===== src/rtl/cnt_mon_pkg.sv =====
// Shared types for the count event monitor.
//   mon_state_e : alarm FSM states (PRIME until the first sample, then NORMAL/HIGH/LOW)
//   delta_e     : classification of the step between two consecutive samples
//   CNT_W_DEF   : default count width, matches the 8-bit up/down counter
package cnt_mon_pkg;

  localparam int unsigned CNT_W_DEF = 8;

  typedef enum logic [1:0] {
    PRIME,
    NORMAL,
    HIGH,
    LOW
  } mon_state_e;

  typedef enum logic [1:0] {
    HOLD,
    UP,
    DOWN,
    JUMP
  } delta_e;

endpackage


===== src/rtl/cnt_mon_delta.sv =====
// Combinational step classifier for the count event monitor.
// Ports:
//   prev    in  CNT_W  previous sample
//   count   in  CNT_W  current sample
//   cls     out delta  HOLD / UP / DOWN / JUMP from (count - prev) mod 2**CNT_W
//   wrap_up out 1      UP step out of all-ones (overflow candidate)
//   wrap_dn out 1      DOWN step out of zero (underflow candidate)
module cnt_mon_delta
  import cnt_mon_pkg::*;
#(
  parameter int unsigned CNT_W = CNT_W_DEF
) (
  input  logic [CNT_W-1:0] prev,
  input  logic [CNT_W-1:0] count,
  output delta_e           cls,
  output logic             wrap_up,
  output logic             wrap_dn
);

  logic [CNT_W-1:0] d;

  always_comb begin
    d       = count - prev;
    cls     = JUMP;
    wrap_up = 1'b0;
    wrap_dn = 1'b0;
    if (d == '0) begin
      cls = HOLD;
    end else if (d == CNT_W'(1)) begin
      cls     = UP;
      wrap_up = (prev == '1);
    end else if (d == '1) begin
      cls     = DOWN;
      wrap_dn = (prev == '0);
    end
  end

endmodule


===== src/rtl/count_event_monitor.sv =====
// Count event monitor: watches the up/down counter's count stream, flags
// overflow/underflow wraps, infers direction, and raises high/low threshold
// alarms with hysteresis. Load-induced jumps are recognised via load_in.
// Optional feature: define CNT_MON_STEP_CHECK_EN to build the sticky
// step_err jump detector; otherwise step_err is tied low.
// Ports:
//   clk, rst (sync, active-low)
//   count, count_vld   sample stream and strobe
//   load_in            counter load control, same cycle the counter sees it
//   thr_hi, thr_lo     alarm thresholds (quasi-static)
//   clr                sync clear of wrap_cnt and step_err
//   ovf_pulse, unf_pulse  one-cycle wrap pulses
//   dir_up             last inferred direction
//   hi_alarm, lo_alarm alarm levels
//   wrap_cnt           saturating wrap tally
//   step_err           sticky unexplained-jump flag
module count_event_monitor
  import cnt_mon_pkg::*;
#(
  parameter int unsigned CNT_W  = CNT_W_DEF,
  parameter int unsigned HYST   = 4,
  parameter int unsigned WRAP_W = 16
) (
  input  logic              clk,
  input  logic              rst,
  input  logic [CNT_W-1:0]  count,
  input  logic              count_vld,
  input  logic              load_in,
  input  logic [CNT_W-1:0]  thr_hi,
  input  logic [CNT_W-1:0]  thr_lo,
  input  logic              clr,
  output logic              ovf_pulse,
  output logic              unf_pulse,
  output logic              dir_up,
  output logic              hi_alarm,
  output logic              lo_alarm,
  output logic [WRAP_W-1:0] wrap_cnt,
  output logic              step_err
);

  logic [CNT_W-1:0] prev;
  logic             ld_pend;
  mon_state_e       state, state_nxt;
  delta_e           cls;
  logic             wrap_up, wrap_dn;
  logic [CNT_W-1:0] hi_rel, lo_rel;
  logic [CNT_W:0]   lo_sum;
  logic             checked;
  logic             ovf_evt, unf_evt;

  cnt_mon_delta #(
    .CNT_W (CNT_W)
  ) u_delta (
    .prev    (prev),
    .count   (count),
    .cls     (cls),
    .wrap_up (wrap_up),
    .wrap_dn (wrap_dn)
  );

  // Release points: saturate rather than wrap so extreme thresholds stay sane.
  always_comb begin
    hi_rel = (thr_hi >= CNT_W'(HYST)) ? (thr_hi - CNT_W'(HYST)) : '0;
    lo_sum = {1'b0, thr_lo} + (CNT_W+1)'(HYST);
    lo_rel = lo_sum[CNT_W] ? '1 : lo_sum[CNT_W-1:0];
  end

  // A sample is delta-checked only once primed and only if the counter did
  // not take a load value on the preceding edge.
  always_comb begin
    checked = count_vld && (state != PRIME) && !ld_pend;
    ovf_evt = checked && wrap_up;
    unf_evt = checked && wrap_dn;
  end

  always_comb begin
    state_nxt = state;
    if (count_vld) begin
      case (state)
        PRIME: begin
          if (count >= thr_hi)      state_nxt = HIGH;
          else if (count <= thr_lo) state_nxt = LOW;
          else                      state_nxt = NORMAL;
        end
        NORMAL: begin
          if (count >= thr_hi)      state_nxt = HIGH;
          else if (count <= thr_lo) state_nxt = LOW;
        end
        HIGH: begin
          if (count < hi_rel) state_nxt = (count <= thr_lo) ? LOW : NORMAL;
        end
        LOW: begin
          if (count > lo_rel) state_nxt = (count >= thr_hi) ? HIGH : NORMAL;
        end
        default: state_nxt = PRIME;
      endcase
    end
  end

  always_ff @(posedge clk) begin
    if (!rst) begin
      state     <= PRIME;
      prev      <= '0;
      ld_pend   <= 1'b0;
      ovf_pulse <= 1'b0;
      unf_pulse <= 1'b0;
      dir_up    <= 1'b0;
      hi_alarm  <= 1'b0;
      lo_alarm  <= 1'b0;
      wrap_cnt  <= '0;
    end else begin
      state     <= state_nxt;
      hi_alarm  <= (state_nxt == HIGH);
      lo_alarm  <= (state_nxt == LOW);
      ovf_pulse <= ovf_evt;
      unf_pulse <= unf_evt;
      if (count_vld) prev <= count;
      if (load_in)        ld_pend <= 1'b1;
      else if (count_vld) ld_pend <= 1'b0;
      if (checked && cls == UP)        dir_up <= 1'b1;
      else if (checked && cls == DOWN) dir_up <= 1'b0;
      if (clr) begin
        wrap_cnt <= '0;
      end else if ((ovf_evt || unf_evt) && (wrap_cnt != '1)) begin
        wrap_cnt <= wrap_cnt + WRAP_W'(1);
      end
    end
  end

`ifdef CNT_MON_STEP_CHECK_EN
  always_ff @(posedge clk) begin
    if (!rst) begin
      step_err <= 1'b0;
    end else if (clr) begin
      step_err <= 1'b0;
    end else if (checked && cls == JUMP) begin
      step_err <= 1'b1;
    end
  end
`else
  assign step_err = 1'b0;
`endif

endmodule


===== config.mk =====
export PLATFORM = sky130hd
export DESIGN_NAME = count_event_monitor
export DESIGN_NICKNAME = d
export VERILOG_FILES = /design/src/rtl/cnt_mon_pkg.sv /design/src/rtl/cnt_mon_delta.sv /design/src/rtl/count_event_monitor.sv
export SDC_FILE = /design/constraint.sdc
export NUM_CORES = 1
export LEC_CHECK = 0
export CAP_MARGIN = 10
export CORE_MARGIN = 1
export CORE_UTILIZATION = 25
export DETAILED_ROUTE_END_ITERATION = 8
export MAX_ROUTING_LAYER = met4
export PLACE_DENSITY = 0.49
export SYNTH_ARGS = -nofsm -noshare
export SYNTH_HDL_FRONTEND = slang
export SYNTH_SLANG_ARGS = --single-unit

===== constraint.sdc =====
create_clock -name clk -period 3.4 [get_ports clk]
set_input_delay 0.85 -clock clk [delete_from_list [all_inputs] [get_ports clk]]
set_output_delay 0.85 -clock clk [all_outputs]
set_load 0.01 [all_outputs]

# Word level (Yosys, flattened, before mapping)
# Index checks and enable logic that the tools add are counted.
# word_totals
out_inout_bits	22
input_bits	29
wordCells	69
register_bits	32
# op_classes
add_sub_neg	4
reduce_logical	16
n_bitwise	1
mux	23
magnitude_cmp	5
n_eq_ne	11
# op_table
cell	count
2-bit 2-to-1 mux	10
16-bit by 1-bit adder with 16-bit output (second input constant)	1
8-bit equality test (second input constant)	2
8-bit logical NOT	2
8-bit 2-to-1 mux	2
16-bit != test (second input constant)	1
2-bit equality test (second input constant)	5
1-bit 2-to-1 mux	10
8-bit by 3-bit adder with 9-bit output (second input constant)	1
8-bit by 1-bit equality test with 1-bit output (second input constant)	1
8-bit by 3-bit greater-or-equal comparator with 1-bit output (second input constant)	1
8-bit greater-or-equal comparator	1
8-bit > comparator	1
8-bit less-or-equal comparator	1
8-bit less-than comparator	1
2-bit one-hot mux with 4 select lines	1
8-bit by 3-bit subtractor with 8-bit output (second input constant)	1
8-bit subtractor	1
1-bit logical AND	7
2-bit nonzero test	3
2-bit by 1-bit equality test with 1-bit output (second input constant)	2
2-bit logical NOT	1
2-bit OR reduction	1
1-bit logical NOT	1
other kinds (2)	2

# Depth between registers and ports, before layout
# logic_depth
ltp_word	9
ltp_mapped	14

# By module
# From an unflattened synthesis, not the netlist that was laid out.
# hier_totals
cells_unflattened	328
hier_area_um2	2732.6
# by_module_without_submodules
mod	cells_per_inst	area_per_inst_um2	seq_area_each_um2	instances
count_event_monitor	267	2282.2	640.6	1
cnt_mon_delta	61	450.4	0.0	1

# Worst setup path after synthesis
# OpenSTA, ideal clock, no wires.
# synth_timing
path_type	input to register
start	input port thr_hi[2]
end	register state[0]
setup_ns	0.059
arrival_time_ns	3.377
setup_slack_ns	-0.036
cell_stages	14
path_buffers	1
path_cell_list	inv_1 ha_1 or4b_1 or3_1 clkbuf_1 nand2_1 ha_1 a21o_1 a21o_1 a21oi_1 o21ai_1 a21boi_0 a2bb2oi_1 and2_1
# synth_via
elab_chain_len	6
elab_cells_between_ends	12
cone_classes	add/sub (1); order compare (3); mux (8)
# synth_lines
item	line	text
start, declared	count_event_monitor.sv:29	input logic [CNT_W-1:0] thr_hi,
8-bit by 3-bit subtractor with 8-bit output / 8-bit by 3-bit greater-or-equal comparator with 1-bit output (equally long branches)	count_event_monitor.sv:63	hi_rel = (thr_hi >= CNT_W'(HYST)) ? (thr_hi - CNT_W'(HYST)) : '0;
8-bit 2-to-1 mux	count_event_monitor.sv:63	
8-bit less-than comparator	count_event_monitor.sv:90	if (count < hi_rel) state_nxt = (count <= thr_lo) ? LOW : NORMAL;
2-bit 2-to-1 mux	count_event_monitor.sv:90	
2-bit one-hot mux with 4 select lines *	count_event_monitor.sv:79	case (state)
2-bit 2-to-1 mux *	count_event_monitor.sv:78	if (count_vld) begin
end signal, assigned	count_event_monitor.sv:112	state <= state_nxt;
end, declared	count_event_monitor.sv:43	mon_state_e state, state_nxt;
# Every way passes the cells marked *; elsewhere a longest branch is shown, timed or not.
# A chain may end at the register's enable or synchronous reset.

# Worst setup path in the final report
# layout_timing
start	input port count[1]
end	register wrap_cnt[12]
# layout_via
elab_chain_len	8
elab_cells_between_ends	13
cone_classes	add/sub (1); eq/ne (2); mux (5); reduce/logical (5)
# layout_lines
item	line	text
start, declared	count_event_monitor.sv:26	input logic [CNT_W-1:0] count,
8-bit subtractor *	cnt_mon_delta.sv:23	d = count - prev;
8-bit equality test	cnt_mon_delta.sv:32	end else if (d == '1) begin
1-bit 2-to-1 mux	cnt_mon_delta.sv:32	
1-bit 2-to-1 mux	cnt_mon_delta.sv:29	end else if (d == CNT_W'(1)) begin
1-bit 2-to-1 mux	cnt_mon_delta.sv:27	if (d == '0) begin
1-bit logical AND	count_event_monitor.sv:73	unf_evt = checked && wrap_dn;
1-bit logical OR *	count_event_monitor.sv:124	end else if ((ovf_evt || unf_evt) && (wrap_cnt != '1)) begin
1-bit logical AND *	count_event_monitor.sv:124	
end signal, assigned	count_event_monitor.sv:125	wrap_cnt <= wrap_cnt + WRAP_W'(1);
end, declared	count_event_monitor.sv:37	output logic [WRAP_W-1:0] wrap_cnt,
# Marked as above.

==> flow_summary.yaml <==
power_and_ir_drop:
  combinationalPowerShare_pct: 30.7
  power.ir.vdd_worst_uv: 153.3
  total_switching_power_uw: 390.5
  post-layout-total-power_mw: 1.330
  power_frac_clock_pct: 39.3
  total_power_divided_by_cell_area_mw_per_mm2: 296.6
  cellInternalPower_uw: 939.1
  p_sw_share_pct: 29.37
  seq_power_share_pct: 30.0
  leakagePower_nw: 1.904
timing:
  crit_path_time_final_ns: 3.288
  finalCritPeriodShare_pct: 96.71
  final-max-slew-violation-count: 0
  relSlewSlack_pct: 57.84
  number_of_hold_slack_violations_in_the_final_timing_report: 0
  max_slew.worst_pin.slew_ns: 0.6304
  highest_achievable_clock_rate_mhz: 304.1
  fin_worst_hold_slack_ns: 0.4825
  fin_skew_ns: 0.005191
  fin_setup_tns_ns: 0
  finalSetupViolCount: 0
global_routing:
  grt.overflow.total: 0
  grt_max_degree: 29
  antenna_found_initial: 0
  groute.usage.overall_pct: 14.58
  number_of_global_route_vias_before_repair: 3073
  grt_first_pass_wirelength_um: 14640
layout:
  final.fill_count: 1265
  finish.cell_count_without_fillers: 621
  layout_commonest_cell: "sky130_fd_sc_hd__buf_4"
  layout.cells.most_common_list: "55 x sky130_fd_sc_hd__buf_4, 41 x sky130_fd_sc_hd__clkdlybuf4s50_1, 39 x sky130_fd_sc_hd__ha_1, 32 x sky130_fd_sc_hd__dfxtp_1, 30 x sky130_fd_sc_hd__nand2_1"
  final_nets: 545
  area_delta_synth_final_pct: 45.30
  final_layout_size_suffix_gt1_share_pct: 24.89
  antenna_cells_inserted: 0
worst_setup_path:
  arrival_ns: 3.51
  worstPathMaxFanout: 4
  setup.worst_path.start_class: "input pin"
  critical-path-slowest-cell: "sky130_fd_sc_hd__clkdlybuf4s50_1"
  worst_path_largest_cell_delay_ns: 0.58
  cp.required_ns: 3.62
  worstSetupPathType: "in2reg"
  worstPathCellList: "clkdlybuf4s50_1, ha_1, nor2b_1, o311a_1, or4_1, nand3_2, buf_4, nand4_1, a211oi_2, o211a_1"
  critPathCaptureType: "flip-flop"
synthesis:
  dominantRegCellSynth: "sky130_fd_sc_hd__dfxtp_1"
  post-synth-top-area-fraction_pct: 20.76
  post_synth_mux_area_share_pct: 7.461
  yosysSeqAreaShare_pct: 20.76
  syn_inst: 370
  synth_area_leaders: "sky130_fd_sc_hd__dfxtp_1 21%, sky130_fd_sc_hd__ha_1 17%, sky130_fd_sc_hd__mux2i_1 7.5%"
  post_synthesis_compound_gate_area_fraction_pct: 17.52
  synth-edff-count: 0
  synth_area_leader_cell: "sky130_fd_sc_hd__dfxtp_1"
  synth-warning-count: 0
  count_of_state_elements_after_synthesis: 32
  synth.net_count: 442
  yosys.area_share.adder_pct: 17.68
  synth_cell_types: 63
  combinational_family_with_the_most_area_after_synthesis: "simple AND/OR/NAND/NOR gates"
  netlist_area_mm2: 0.003085
  post_synth.cell_area_avg_um2: 8.339
  synthXorXnorAreaFrac_pct: 3.122
  ys_async_sr_fraction_pct: 0
  synth_simple_gate_area_share_pct: 28.59
job:
  drv_cap: 0
detailed_routing:
  totalWireLength_um: 8732
  detailroute.via_count: 3068
  drtAntennaViolNets: 0
  detail_route.drc_violations: 0
  drtIter0Drc: 127
  drt_pre_antenna_iters: 4
  drt-wirelength-per-cell_um: 14.06
  vias_per_cell: 4.940
clocking:
  clock_sinks: 32
  h-tree-depth: 2
  clk_path_buf_depth: 2
  clkLatencyLatePin_ns: 0.28
  clk_pin_slew_ns: 0.06
  cts.root.buffer_cell: "sky130_fd_sc_hd__clkbuf_16"
  cts-buffers-inserted: 5
  tritoncts: "built"
floorplan:
  dieArea_mm2: 0.01279
  placementRows: 40
  initial_util_pct: 25.69
  fp.coreArea_mm2: 0.01201
  die_width_um: 113.1
  fp.dieH_um: 113.1
  io_pins: 51
place:
  place_congestion: 0.7983
  dp.final_hpwl_um: 7011
  placed_cells: 610
  place.port_buffers: 49
outcome:
  outcome: "finished, final reports clean"
hold_path:
  hold_path.class: "reg2reg"
[path summary, 6_finish.rpt]
check | from | slack (ns) | to | cells past startpoint
setup / recovery | count[1] | 0.11 | wrap_cnt[12]$_SDFFE_PP0P_ | 10
hold / removal | wrap_cnt[6]$_SDFFE_PP0P_ | 0.48 | wrap_cnt[6]$_SDFFE_PP0P_ | 2
setup reg to reg | prev[0]$_SDFFE_PN0P_ | 0.67 | wrap_cnt[12]$_SDFFE_PP0P_ | 11
hold reg to reg | wrap_cnt[6]$_SDFFE_PP0P_ | 0.48 | wrap_cnt[6]$_SDFFE_PP0P_ | 2
[sequential cells by signal, summed over array words and instances, names as in the netlist]
register and cells:
wrap_cnt 16, prev 8, state 2, dir_up 1, hi_alarm 1, ld_pend 1, lo_alarm 1, ovf_pulse 1
unf_pulse 1
[metrics by stage]
step | setup slack [ns] | utilization (%) | cell area (um2)
after floorplan | 0.009143 | - | 3085
after global placement | -0.4823 | 34.31 | 4121
after detailed placement | -0.5848 | 34.31 | 4121
after CTS | 0.009116 | 36.50 | 4384
after global routing | -0.009633 | 37.32 | 4483
final | 0.1119 | 37.32 | 4483
[synth_stat cells, types with 5 or more instances]
library cell	instances
sky130_fd_sc_hd__dfxtp_1	32
sky130_fd_sc_hd__nand2b_1	20
sky130_fd_sc_hd__nor2_1	14
sky130_fd_sc_hd__nand2_1	31
sky130_fd_sc_hd__nand4_1	7
sky130_fd_sc_hd__nand3_1	20
sky130_fd_sc_hd__o21ai_0	10
sky130_fd_sc_hd__and2_1	5
sky130_fd_sc_hd__clkbuf_1	6
sky130_fd_sc_hd__ha_1	42
sky130_fd_sc_hd__inv_1	24
sky130_fd_sc_hd__a21o_1	6
sky130_fd_sc_hd__a21oi_2	8
sky130_fd_sc_hd__a21boi_0	5
sky130_fd_sc_hd__mux2i_1	23
sky130_fd_sc_hd__and3_1	6
sky130_fd_sc_hd__a21oi_1	12
sky130_fd_sc_hd__xnor2_1	7
sky130_fd_sc_hd__nor2b_1	16
[power groups by stage]
stage               registers (mW)  clock network, mW  logic (mW)
floorplan                    0.403                  0       0.213
global route                 0.400              0.553       0.457
CTS                          0.398              0.533       0.395
global placement             0.405                  0       0.368
finish                       0.399              0.522       0.409
detailed placement           0.405                  0       0.376
[worst max-delay path, delay by kind of cell]
family	cells	cell delay (ns)
simple gates	4	0.96
compound gates	3	0.72
fa+ha+maj	1	0.26
buf+inv	2	0.72
[cell families after synthesis]
kind of cell | count (synthesis)
AND/OR/NAND/NOR | 152
AO/OA/AOI/OAI | 74
adder cells (fa/ha/maj) | 43
buffers and inverters | 34
flip-flops | 32
multiplexers | 23
XOR/XNOR | 11
other | 1
[cell type report]
cell class | instances | area (um2) | share of cell area [%]
Multi-Input combinational cell | 304 | 2461 | 54.90
Clock buffer | 5 | 125.1 | 2.791
Inverter | 24 | 90.09 | 2.009
Clock inverter | 3 | 42.54 | 0.9489
Timing Repair Buffer | 106 | 939.7 | 20.96
Sequential cell | 32 | 640.6 | 14.29
Tap cell | 147 | 183.9 | 4.103
[routing by layer]
layer,share of wire (%),GRT usage [%]
met1,45,17.32
met2,49,25.36
met3,4.2,2.678
met4,1.2,3.596
met5,0,-
[repair_timing]
action	4_1_cts	5_1_grt
setup buffers	1	2
pin swaps	10	14
hold buffers	0	0
resized for setup	21	33
setup endpoints to repair	20	21
Power figures use the tool's default switching activity.
